==> src/rtl/f1_start_ctrl.sv <==
// F1 race-start sequencer: lamp build-up, random hold,
// reaction timer and false-start detection.
module f1_start_ctrl #(
  parameter int WIDTH   = 16,
  parameter int D_WIDTH = 8
) (
  input  logic               clk,
  input  logic               rst,
  input  logic               trigger,
  input  logic               react,
  input  logic [WIDTH-1:0]   N,
  output logic [D_WIDTH-1:0] out,
  output logic               busy,
  output logic               time_valid,
  output logic               false_start,
  output logic [15:0]        react_time
);
  typedef enum logic [2:0] {
    IDLE, LIGHTS, HOLD, GO, DONE
  } state_t;

  localparam logic [D_WIDTH-1:0] ONES = '1;
  localparam logic [D_WIDTH-1:0] ONE  = D_WIDTH'(1);

  state_t             state, state_n;
  logic [WIDTH-1:0]   cnt, cnt_n;
  logic [D_WIDTH-1:0] out_n;
  logic [6:0]         lfsr, dly, dly_n;
  logic [15:0]        rcnt, rcnt_n, rt_n;
  logic               tv_n, fs_n, tick;

  always_ff @(posedge clk) begin
    if (rst) begin
      state       <= IDLE;
      out         <= '0;
      cnt         <= N;
      dly         <= '0;
      rcnt        <= '0;
      lfsr        <= 7'h01;
      react_time  <= '0;
      time_valid  <= 1'b0;
      false_start <= 1'b0;
    end else begin
      state       <= state_n;
      out         <= out_n;
      cnt         <= cnt_n;
      dly         <= dly_n;
      rcnt        <= rcnt_n;
      lfsr        <= {lfsr[5:0], lfsr[6] ^ lfsr[5]};
      react_time  <= rt_n;
      time_valid  <= tv_n;
      false_start <= fs_n;
    end
  end

  assign tick = (cnt == '0);
  assign busy = (state == LIGHTS) ||
                (state == HOLD)   ||
                (state == GO);

  always_comb begin
    state_n = state;
    cnt_n   = cnt;
    out_n   = out;
    dly_n   = dly;
    rcnt_n  = rcnt;
    rt_n    = react_time;
    tv_n    = time_valid;
    fs_n    = false_start;
    unique case (state)
      IDLE: begin
        out_n = '0;
        cnt_n = N;
        if (trigger) begin
          state_n = LIGHTS;
          out_n   = ONE;
        end
      end
      LIGHTS, HOLD: begin
        cnt_n = tick ? N : cnt - WIDTH'(1);
        // an early press beats any tick in the same cycle
        if (react) begin
          state_n = DONE;
          out_n   = '0;
          fs_n    = 1'b1;
          tv_n    = 1'b0;
        end else if (tick && state == LIGHTS) begin
          if (out == ONES) begin
            state_n = HOLD;
            dly_n   = lfsr;
          end else begin
            out_n = {out[D_WIDTH-2:0], 1'b1};
          end
        end else if (tick) begin
          if (dly == 7'd1) begin
            state_n = GO;
            out_n   = '0;
            rcnt_n  = '0;
          end else begin
            dly_n = dly - 7'd1;
          end
        end
      end
      GO: begin
        out_n = '0;
        if (rcnt != 16'hFFFF)
          rcnt_n = rcnt + 16'd1;
        if (react) begin
          state_n = DONE;
          rt_n    = rcnt;
          tv_n    = 1'b1;
          fs_n    = 1'b0;
        end
      end
      DONE: begin
        out_n = '0;
        cnt_n = N;
        if (trigger) begin
          state_n = LIGHTS;
          out_n   = ONE;
          tv_n    = 1'b0;
          fs_n    = 1'b0;
        end
      end
      default: begin
        state_n = IDLE;
        out_n   = '0;
      end
    endcase
    // prescaler restarts a full period on every state change
    if (state_n != state)
      cnt_n = N;
  end
endmodule

==> config.mk <==
export PLATFORM = sky130hd
export DESIGN_NAME = f1_start_ctrl
export DESIGN_NICKNAME = d
export VERILOG_FILES = /design/src/rtl/f1_start_ctrl.sv
export SDC_FILE = /design/constraint.sdc
export NUM_CORES = 1
export LEC_CHECK = 0
export ABC_AREA = 1
export BUFFER_PORTS_ARGS = -buffer_cell sky130_fd_sc_hd__buf_2
export CORE_MARGIN = 4
export CORE_UTILIZATION = 30
export DETAILED_ROUTE_END_ITERATION = 10
export PLACE_DENSITY = 0.57
export SLEW_MARGIN = 25
export SYNTH_ARGS = -nofsm -noshare
export SYNTH_HDL_FRONTEND = slang
export SYNTH_SLANG_ARGS = --single-unit
==> constraint.sdc <==
create_clock -name clk -period 2.9 [get_ports clk]
set_clock_uncertainty 0.1 [all_clocks]
set_input_delay 0.29 -clock clk [delete_from_list [all_inputs] [get_ports clk]]
set_output_delay 0.29 -clock clk [all_outputs]
set_load 0.05 [all_outputs]
After elaboration in Yosys (flattened, before gate mapping)

Index checks and enable logic that the tools add are counted.
Widths: inputs -> output; s select.

Logic and storage cells: 85
Input port bits: 20
Output and inout port bits: 27
Flip-flop bits (word level): 75

Add/subtract/negate cells: 3
Mux-type cells: 34
Reductions and logical operators: 16
Eq/ne operators: 21
Bitwise gates (word level): 2

Operators with widths:

| kind                  | number |
|---|---|
| $mux 16               | 8 |
| $pmux 16 s2           | 2 |
| $mux 8                | 5 |
| $mux 7                | 4 |
| $mux 3                | 7 |
| $add 16x1->16 const B | 1 |
| $logic_not 16->1      | 1 |
| $ne 16x16->1 const B  | 1 |
| $ne 2x2->1 const B    | 8 |
| $pmux 8 s2            | 1 |
| $sub 16x1->16 const B | 1 |
| $ne 4x4->1 const B    | 3 |
| $pmux 3 s3            | 1 |
| $eq 8x8->1 const B    | 1 |
| $eq 7x1->1 const B    | 1 |
| $sub 7x1->7 const B   | 1 |
| $eq 3x2->1 const B    | 2 |
| $pmux 1 s3            | 2 |
| $reduce_and 6->1      | 1 |
| $reduce_and 5->1      | 1 |
| $mux 1                | 4 |
| $ne 2x1->1 const B    | 2 |
| $reduce_and 4->1      | 1 |
| $reduce_bool 2->1     | 2 |
| other kinds (13)      | 15 |

Depth between registers and ports, before layout

Gate-level depths: netlist of run 1.

Depth after elaboration: 9
Gate-level depth with buffers: 14
Depth with buffers taken out: 13

Least setup slack after synthesis of run 1

OpenSTA, ideal clock, no wires.

Kind: flip-flop to flip-flop
Start: register out[4]
End: register cnt[0] (enable)
Slack: 0.386 ns
Data required time: 2.433 ns
Arrival: 2.047 ns
Setup time: 0.367 ns
Stages on the path, launching flop included: 9
Clock period less this slack: 2.514 ns
Buffers on the path: 1
Cells stage by stage: dfxtp_1 > nand4_1 > nor2_1 > nand4_1 > nand3_2 > nand3_2 > nand3_4 > buf_6 > a21o_1

Word-level cells in the longest chain between the ends: 7

Ends and longest elaborated chain:

| item                        | RTL line | source |
|---|---|---|
| start, declared             | 12       | `output logic [D_WIDTH-1:0] out,` |
| start signal, assigned      | 45       | `out <= out_n;` |
| $eq 8x8->1                  | 88       | `if (out == ONES) begin` |
| $mux 3                      | 88       |  |
| $mux 3                      | 87       | `end else if (tick && state == LIGHTS) begin` |
| $mux 3                      | 82       | `if (react) begin` |
| $pmux 3 s3                  | 70       | `unique case (state)` |
| $ne 3x3->1                  | 131      | `if (state_n != state)` |
| $reduce_bool 4->1 (no line) | --       |  |
| end signal, assigned        | 46       | `cnt <= cnt_n;` |
| end, declared               | 26       | `logic [WIDTH-1:0] cnt, cnt_n;` |

Every way passes these cells.
A chain may end at the register's enable or synchronous reset.

Worst setup path in the final report of run 1

Start: register cnt[0]
End: register cnt[6] (enable)

Word-level cells in the longest chain between the ends: 7
Elaborated cells between the ends (all ways): 8
Those cells by class: eq/ne (1); mux (4); reduce/logical (3)

Ends and longest elaborated chain:

| item                                               | RTL line | source |
|---|---|---|
| $logic_not 16->1 *                                 | 56       | `assign tick = (cnt == '0);` |
| $mux 3 / $logic_and 1x1->1 (equally long branches) | 94, 87   |  |
| $mux 3 *                                           | 87       |  |
| $mux 3 *                                           | 82       |  |
| $pmux 3 s3 *                                       | 70       |  |
| $ne 3x3->1 *                                       | 131      |  |
| $reduce_bool 4->1 (no line) *                      | --       |  |

Mark *: on every way between the ends. The rest lies on a longest branch, timed or not.

==> out/results.md, run 1 <==
• **synthesized-area fraction occupied by ao, oa, aoi and oai cells** 11.90%
• **fraction of final layout cells sized beyond drive strength 1** 15.67%
• **Placement Setup Slack** 354.9 ps
• **TritonCTS clock tree** done
• **met2 layer usage reported by global route** 20.63%
• **drt first pass iters** 4
• **critical path required time** 2770 ps
• **met1 layer usage reported by global route** 18.98%
• **clock sink total** 75
• **Max rail drop VDD** 0.2719 mV
• **count of flip-flops with a built-in enable after synthesis** 16
• **simple-gate share of the synthesized area** 34.90%
• **global-route total usage across every layer** 13.68%
• **Fmax achieved** 393.2 MHz
• **Period Utilization, post-route** 87.69%
• **setup tns final** 0 ps
• **number of buffers added for setup after CTS** 0
• **hold_buf cts** 0
• **CTS H-tree depth** 3
• **Final Critical Period** 2543 ps
• **async set-reset flop share out of synthesis** 0%
• **commonest cells after routing, fill and taps aside** nand2_1, nor2_1, inv_1
• **data arrival time of the worst path** 2420 ps
• **number of synthesized register bits** 75
• **cell leakage power** 0.002134 uW
• **post-synthesis instance area** 4292 um2
• **Max Root-Sink Buffers** 2
• **die outline area** 16280 um2
• **worst hold path type** input port to flop
• **clock-pin slew of the registers on the worst-case setup and hold paths** 60 ps
• **number of antenna violations at the first check in global routing** 0
• **Critical R2R Launch** cnt[0]
• **worst reg-to-reg path cell count** 11
• **Yosys top cell area share** 27.52%
• **horizontal die dimension** 127.6 um
• **total power per unit cell area** 494.9 nW/um2
• **Worst Hold Path Cells** 5
• **Total Routed Length** 10750 um
• **crit path setup slack, layout** 356.9 ps
• **initial standard-cell utilization of the core** 30.80%
• **CP max FO** 16
• **post-synthesis average cell area** 6.933 um2
• **wire length per cell after detailed routing** 12.65 um
• **most common cell after layout, fill and taps aside** nand2_1
• **Post-Synth Adder-Cell Area** 1.458%
• **fraction of synthesized area in multiplexers** 0%
• **setup repair after global routing missed its margin** false
• **Die H** 127.6 um
• **insertion delay of the later-clocked pin in the worst-skew pair** 340 ps
• **xor/xnor cell area share of the yosys netlist** 4.082%
• **diode insertion count for antenna repair** 0
• **gate count of the mapped netlist** 619
• **count of warnings emitted by yosys** 0
• **Core Footprint** 13930 um2
• **number of top-level pins** 47
• **top flip-flop cell by instance count after synthesis** dfxtp_1
• **average via count per standard cell** 4.618
• **kind of end point of the critical path** flop
• **vias after detailed routing** 3925
• **number of nets in the finished design** 690
• **endpoints failing setup** 0
• **top cell type by total area after synthesis** dfxtp_1
• **count of buffers inserted at the top-level ports** 46
• **final weighted congestion in routability-driven placement** 0.7998
• **library cell used as clock root buffer** clkbuf_16
• **worst hold start** N[8]
• **result of the run** finished, final reports clean
• **GRT Residual Overflow** 0
• **layer carrying the most global-route usage** met2
• **number of global-route vias before repair** 3711
• **drc violations** 0
• **hold worst-path end** cnt[8]
• **register-to-register setup slack** 360 ps
• **number of buffers inserted during clock tree synthesis** 9
• **Detail Route Antenna Nets** 0
• **post-detailed-placement half-perimeter wirelength** 7393 um
• **share of the core filled with cells in the final layout** 35.84%
• **Seq/Total Area, Yosys** 38.72%
• **Post-CTS Resized** 0
• **iteration-0 DRC count of the detailed router** 331
• **number of inserted filler cells in the final layout** 1496
• **Slew @ Worst Pin** 836.1 ps
• **Final Hold Fails** 0
• **top post-synthesis cells by area** dfxtp_1, nand2_1, edfxtp_1
• **worst reg2reg path endpoint** cnt[6]
• **number of slew-limit violations in the final report** 0
• **worst slew margin relative to its limit** 44.01%
• **dominant combinational cell family by area after synthesis** simple AND/OR/NAND/NOR gates
• **max-cap viol count** 0
• **launching element type of the critical path** flop
• **critical path class** flop to flop
• **Post-Synthesis Net Count** 644
• **total number of placement rows** 43
• **fraction of met3 tracks used by global routing** 4.222%
• **first-pass GRT wire length** 18070 um
• **largest net degree at the start of global routing** 50
• **Layout area overhead** 16.38%
• **number of library cell types mapped by synthesis** 36
worst max-delay path, cell delays in order (launching register included):
cell      delay, ps
edfxtp_1        380
inv_1           120
ha_1            160
nand2_1          60
nor2_1          260
nand3_1         150
nand2_1         100
nand3_2         100
nand2_1          90
nand2_2          70
nand3_4          60
a21o_1          530
layer usage:
layer	vias up	routed length [um]
li1	2111	-
met1	1735	5399
met2	71	4704
met3	8	568
met4	0	76
met5	-	0
sequential cells by signal, summed over array words and instances (netlist names):
name         count
lfsr             7
cnt             16
dly              7
false_start      1
react_time      16
time_valid       1
state            3
rcnt            16
out              8
area by class of cell:
class                   count  area [um2]  area share, %
inverters                  72       270.3          5.411
repair buffers             57       312.8          6.263
clock buffers              11       242.7          4.860
flip-flops and latches     75        1662          33.27
multi-input cells         450        2246          44.96
clock inverters             5       36.28         0.7265
well taps                 180       225.2          4.509
kinds of logic (layout without fill, tap and decap cells):
kind of cell,count (synthesis),in the layout
adder cells (fa/ha/maj),5,5
AO/OA/AOI/OAI,97,97
XOR/XNOR,20,20
buffers and inverters,94,145
flip-flops,75,75
AND/OR/NAND/NOR,328,328
cells in the mapped netlist (all sizes together) (5+ instances only):
cell and count:
clkbuf 8, or2 7, nand4 26, nand3 53
edfxtp 16, xor2 11, inv 72, nor2 74
buf 14, a21oi 50, xnor2 9, ha 5
o21ai 43, nand2 159, dfxtp 59, nor3 6
how the worst max path moves through the flow:
stage | from | to | slack (ps)
final | cnt[0] | cnt[6] | 360
after floorplan | out[4] | cnt[0] | 390
after global placement | cnt[0] | cnt[9] | 450
after detailed placement | cnt[0] | cnt[9] | 350
after global routing | cnt[12] | cnt[9] | 120
after CTS | cnt[0] | cnt[9] | 360
report_power, final:
part / total (uW) / internal, uW / switching (uW)
Combinational: 264 / 85.6 / 178
Sequential: 1140 / 1110 / 30.0
Clock: 1070 / 607 / 464
Total: 2470 / 1800 / 673
metrics by stage:
step / power [uW] / area (um2) / hold WS, ps / instances
floorplan: 1350 / 4292 / 299.9 / 619
global placement: 1425 / 4716 / 313.2 / 834
detailed placement: 1424 / 4716 / 310.6 / 834
CTS: 2506 / 4995 / 187.3 / 850
global route: 2588 / 4995 / 225.4 / 850
finish: 2472 / 4995 / 197.5 / 850
Note: power is estimated with default switching activity, not from simulation.
==> inputs of run 2 (changes only) <==
BUFFER_PORTS_ARGS = -buffer_cell sky130_fd_sc_hd__buf_4   (was -buffer_cell sky130_fd_sc_hd__buf_2)
==> out/results.md, run 2 (synthesis gave the netlist of run 1 again) <==
• **post-detailed-placement half-perimeter wirelength** 7452 um
• **worst reg2reg path endpoint** cnt[6]
• **worst hold path type** input port to flop
• **data arrival time of the worst path** 2390 ps
• **number of buffers inserted during clock tree synthesis** 9
• **Critical R2R Launch** cnt[7]
• **Period Utilization, post-route** 83.13%
• **register-to-register setup slack** 490 ps
• **launching element type of the critical path** flop
• **Final Critical Period** 2411 ps
• **relative contribution of the clock network to total power** 45.4%
• **Total Routed Length** 10700 um
• **average via count per standard cell** 4.746
• **Crit path largest cell delay** 460 ps
• **largest net degree at the start of global routing** 50
• **critical path class** flop to flop
• **total number of placement rows** 43
• **part of the total power dissipated in sequential elements** 44.1%
• **most common cell after layout, fill and taps aside** nand2_1
• **number of slew-limit violations in the final report** 0
• **TritonCTS clock tree** done
• **part of the power in combinational logic** 10.5%
• **initial standard-cell utilization of the core** 30.80%
• **commonest cells after routing, fill and taps aside** nand2_1, nor2_1, inv_1
• **die outline area** 16280 um2
• **number of antenna violations at the first check in global routing** 0
• **Final Hold Fails** 0
• **Layout area overhead** 19.42%
• **worst hold start** N[0]
• **clock sink total** 75
• **hold worst-path end** cnt[0]
• **power dissipated by switching net loads** 631.8 uW
• **global-route total usage across every layer** 13.49%
• **Placement Setup Slack** 479.8 ps
• **GRT Residual Overflow** 0
• **worst slew margin relative to its limit** 52.15%
• **CP max FO** 17
• **Max rail drop VDD** 0.2233 mV
• **number of nets in the finished design** 688
• **Slew @ Worst Pin** 714.5 ps
• **worst reg-to-reg path cell count** 10
• **Fmax achieved** 414.8 MHz
• **cell leakage power** 0.002154 uW
• **Critical Path Slowest Stage Cell** edfxtp_1
• **Crit path max-delay family** simple AND/OR/NAND/NOR gates
• **kind of end point of the critical path** flop
• **endpoints failing setup** 0
• **iteration-0 DRC count of the detailed router** 259
• **Die H** 127.6 um
• **share of the core filled with cells in the final layout** 36.78%
• **drc violations** 0
• **total power per unit cell area** 503.9 nW/um2
• **drt first pass iters** 7
• **Detail Route Antenna Nets** 0
• **internal power component** 1951 uW
• **max-cap viol count** 0
• **result of the run** finished, final reports clean
• **clock-pin slew of the registers on the worst-case setup and hold paths** 60 ps
• **crit path setup slack, layout** 489.3 ps
• **biggest registers after layout** cnt x16, rcnt x16, react_time x16
• **Post-CTS Resized** 0
• **vias after detailed routing** 4025
• **switching part of the total power** 24.46%
• **wire length per cell after detailed routing** 12.62 um
• **CTS H-tree depth** 3
• **hold_buf cts** 0
• **number of global-route vias before repair** 3834
• **critical path required time** 2880 ps
• **number of buffers added for setup after CTS** 0
• **setup tns final** 0 ps
• **setup repair after global routing missed its margin** false
• **final weighted congestion in routability-driven placement** 0.8594
• **Worst Hold Path Cells** 5
• **insertion delay of the later-clocked pin in the worst-skew pair** 330 ps
• **Max Root-Sink Buffers** 2
• **Core Footprint** 13930 um2
• **diode insertion count for antenna repair** 0
• **WP buf/inv** 1
• **crit path cell chain** nor2_1, nand2_1, nor2_1, nand4_1, nand3_2, nand2_1, nand2_2, nand3_4, a21o_1, buf_4
• **count of buffers inserted at the top-level ports** 46
• **first-pass GRT wire length** 18180 um
• **fraction of final layout cells sized beyond drive strength 1** 15.27%
• **number of top-level pins** 47
• **library cell used as clock root buffer** clkbuf_16
• **horizontal die dimension** 127.6 um
## run 2: cell types whose count changed in the layout (fill, tap and decap cells not counted)
| cell | previous run | this run |
|---|---|---|
| buf_4 | 11 | 55 |
| clkbuf_1 | 1 | 2 |
| clkinvlp_4 | 1 | 0 |
| clkbuf_8 | 1 | 0 |
| clkinv_2 | 1 | 2 |
| clkinv_4 | 1 | 0 |
| bufinv_16 | 0 | 2 |
| inv_6 | 1 | 0 |
| buf_2 | 46 | 0 |
## run 2: power by group through the flow
| stage | logic (uW) | clock network [uW] | registers, uW |
|---|---|---|---|
| after global placement | 266 | 0 | 1160 |
| final | 270 | 1170 | 1140 |
| after floorplan | 190 | 0 | 1160 |
| after CTS | 272 | 1210 | 1140 |
| after detailed placement | 270 | 0 | 1160 |
| after global routing | 309 | 1260 | 1140 |
## run 2: stage by stage
stage                     cells  hold WS [ps]  instance area [um2]  power, uW
final                       848         209.7                 5125       2583
after global placement      832         310.3                 4816       1426
after CTS                   848         190.6                 5125       2619
after floorplan             619         299.9                 4292       1350
after global routing        848         242.5                 5125       2708
after detailed placement    832         309.6                 4816       1432
## run 2: worst max-delay path by stage
stage	startpoint	end	slack, ps	cells after the start
floorplan	out[4]	cnt[0]	390	8
global placement	state[2]	cnt[11]	590	11
CTS	cnt[0]	cnt[13]	470	12
finish	cnt[7]	cnt[6]	490	10
global route	cnt[0]	cnt[14]	240	12
detailed placement	cnt[0]	cnt[7]	480	12
## run 2: cell type report
cell class / count / area, um2
Tap cell: 180 / 225.2
Multi-Input combinational cell: 450 / 2246
Fill cell: 1472 / 8810
Timing Repair Buffer: 55 / 412.9
Inverter: 72 / 270.3
Clock buffer: 11 / 232.7
Clock inverter: 5 / 76.32
Sequential cell: 75 / 1662
## run 2: worst min-delay path, stage by stage
cell     delay [ps]
buf_4            90
inv_1            30
nand2_1          50
nand2_1          40
inv_1            40
## run 2: per-layer routing
metal / vias to the layer above / GRT usage (%) / wire (um)
li1: 2107 / - / -
met2: 98 / 21.03 / 4680
met5: - / 0 / 0
met3: 13 / 2.676 / 472
met1: 1807 / 18.53 / 5350
met4: 0 / 4.994 / 196
==> inputs of run 3 (changes only) <==
clock period = 2.33 ns   (was 2.9 ns; I/O delays follow)
==> out/results.md, run 3 (synthesis gave the netlist of run 1 again) <==
• **worst hold path type** input port to flop
• **count of buffers inserted at the top-level ports** 46
• **clock-pin slew of the registers on the worst-case setup and hold paths** 60 ps
• **worst slew margin relative to its limit** 63.79%
• **total power per unit cell area** 610.8 nW/um2
• **fraction of final layout cells sized beyond drive strength 1** 20.09%
• **share of the core filled with cells in the final layout** 38.38%
• **number of top-level pins** 47
• **switching part of the total power** 25.78%
• **Crit path largest cell delay** 430 ps
• **total number of placement rows** 43
• **hold worst-path end** cnt[9]
• **iteration-0 DRC count of the detailed router** 237
• **Crit path max-delay family** simple AND/OR/NAND/NOR gates
• **insertion delay of the later-clocked pin in the worst-skew pair** 340 ps
• **Worst Hold Path Cells** 5
• **worst hold start** N[9]
• **number of global-route vias before repair** 3965
• **internal power component** 2424 uW
• **global-route total usage across every layer** 14.21%
• **largest net degree at the start of global routing** 50
• **data arrival time of the worst path** 2170 ps
• **Core Footprint** 13930 um2
• **first-pass GRT wire length** 18980 um
• **setup repair after global routing missed its margin** false
• **CP max FO** 16
• **biggest registers after layout** cnt x16, rcnt x16, react_time x16
• **drc violations** 0
• **setup tns final** 0 ps
• **crit path cell chain** nor2_2, nand2_1, nor2_2, nand4_1, nand3_2, nand2_1, nand2_2, nand3_4, a21o_2, buf_12
• **Final Critical Period** 2173 ps
• **power dissipated by switching net loads** 842.2 uW
• **average via count per standard cell** 4.841
• **TritonCTS clock tree** done
• **part of the power in combinational logic** 11.5%
• **critical path class** flop to flop
• **startpoint of the most critical setup path** cnt[6]
• **Layout area overhead** 24.61%
• **cell leakage power** 0.002267 uW
• **number of antenna violations at the first check in global routing** 0
• **launching element type of the critical path** flop
• **number of slew-limit violations in the final report** 0
• **Period Utilization, post-route** 93.24%
• **GRT Residual Overflow** 0
• **library cell used as clock root buffer** clkbuf_16
• **Detail Route Antenna Nets** 0
• **max-cap viol count** 0
• **worst reg-to-reg path cell count** 10
• **WP buf/inv** 1
• **wire length per cell after detailed routing** 12.88 um
• **relative contribution of the clock network to total power** 45.0%
• **Critical Path Slowest Stage Cell** edfxtp_1
• **part of the total power dissipated in sequential elements** 43.4%
• **Critical R2R Launch** cnt[6]
• **worst reg2reg path endpoint** cnt[6]
• **Final Hold Fails** 0
• **Max Root-Sink Buffers** 2
• **CP Depth** 10
• **most common cell after layout, fill and taps aside** nand2_1
• **clock sink total** 75
• **drt first pass iters** 5
• **post-detailed-placement half-perimeter wirelength** 7892 um
• **number of nets in the finished design** 707
• **Max rail drop VDD** 0.5046 mV
• **CTS H-tree depth** 3
• **kind of end point of the critical path** flop
• **vias after detailed routing** 4197
• **register-to-register setup slack** 160 ps
• **Slew @ Worst Pin** 543.1 ps
• **endpoints failing setup** 0
• **critical path required time** 2330 ps
• **diode insertion count for antenna repair** 0
• **Die H** 127.6 um
• **commonest cells after routing, fill and taps aside** nand2_1, buf_4, inv_1
• **number of buffers inserted during clock tree synthesis** 9
• **result of the run** finished, final reports clean
• **final weighted congestion in routability-driven placement** 0.8638
• **Fmax achieved** 460.3 MHz
• **die outline area** 16280 um2
• **hold_buf cts** 0
• **initial standard-cell utilization of the core** 30.80%
• **horizontal die dimension** 127.6 um
• **Total Routed Length** 11170 um
[run 3: cell types whose count changed in the layout (fill, tap and decap cells not counted), sizes merged]
| cell | previous run | this run |
|---|---|---|
| bufinv | 2 | 1 |
| clkbuf | 11 | 12 |
| buf | 55 | 74 |
[run 3: repair_timing]
item	CTS	global route
setup endpoints to repair	0	53
setup buffers	0	4
gates resized for setup	0	12
[run 3: power by group through the flow]
| stage | combinational [uW] | sequential, uW | clock, uW |
|---|---|---|---|
| floorplan | 237 | 1440 | 0 |
| global placement | 361 | 1440 | 0 |
| detailed placement | 361 | 1450 | 0 |
| CTS | 364 | 1420 | 1520 |
| global route | 426 | 1420 | 1580 |
| finish | 376 | 1420 | 1470 |
[run 3: worst register-to-register path: cells and delay by family, from the launching register on]
family	cells	cell delay [ps]
and+or+nand+nor	8	1010
DFF	1	430
AOI/OAI and AO/OA	1	230
buffers and inverters	1	150
[run 3: final cells by class]
class / instances / area (um2)
fill: 1481 / 8587
multi-input combinational: 450 / 2265
sequential: 75 / 1673
timing repair buffer: 74 / 600.6
inverter: 72 / 270.3
clock buffer: 12 / 257.7
tap: 180 / 225.2
clock inverter: 4 / 56.30
[run 3: worst max-delay path by stage]
| stage | endpoint | slack, ps |
|---|---|---|
| final | cnt[6] | 160 |
| after global routing | cnt[15] | 2 |
| after CTS | cnt[6] | 40 |
| after detailed placement | cnt[3] | 50 |
| after global placement | cnt[15] | 110 |
| after floorplan | rcnt[1] | 40 |
[run 3: per-stage QoR]
stage / hold slack [ps] / std cells / setup WS, ps / power, uW / area (um2)
3_3_place_gp: 310.6 / 847 / 114.3 / 1803 / 4977
2_1_floorplan: 299.9 / 619 / 35.88 / 1681 / 4303
4_1_cts: 131.1 / 863 / 37.49 / 3302 / 5291
3_5_place_dp: 320.8 / 847 / 54.36 / 1806 / 4977
6_report: 143.6 / 867 / 157.4 / 3266 / 5348
5_1_grt: 160.8 / 867 / 2.208 / 3428 / 5348
[run 3: routing by layer]
layer	up-vias	GRT usage [%]	part of all wire, %
met5	-	0	0
met4	0	4.120	1.2
met3	11	3.930	5.2
met2	105	23.01	46
met1	1936	18.59	48
li1	2145	-	-
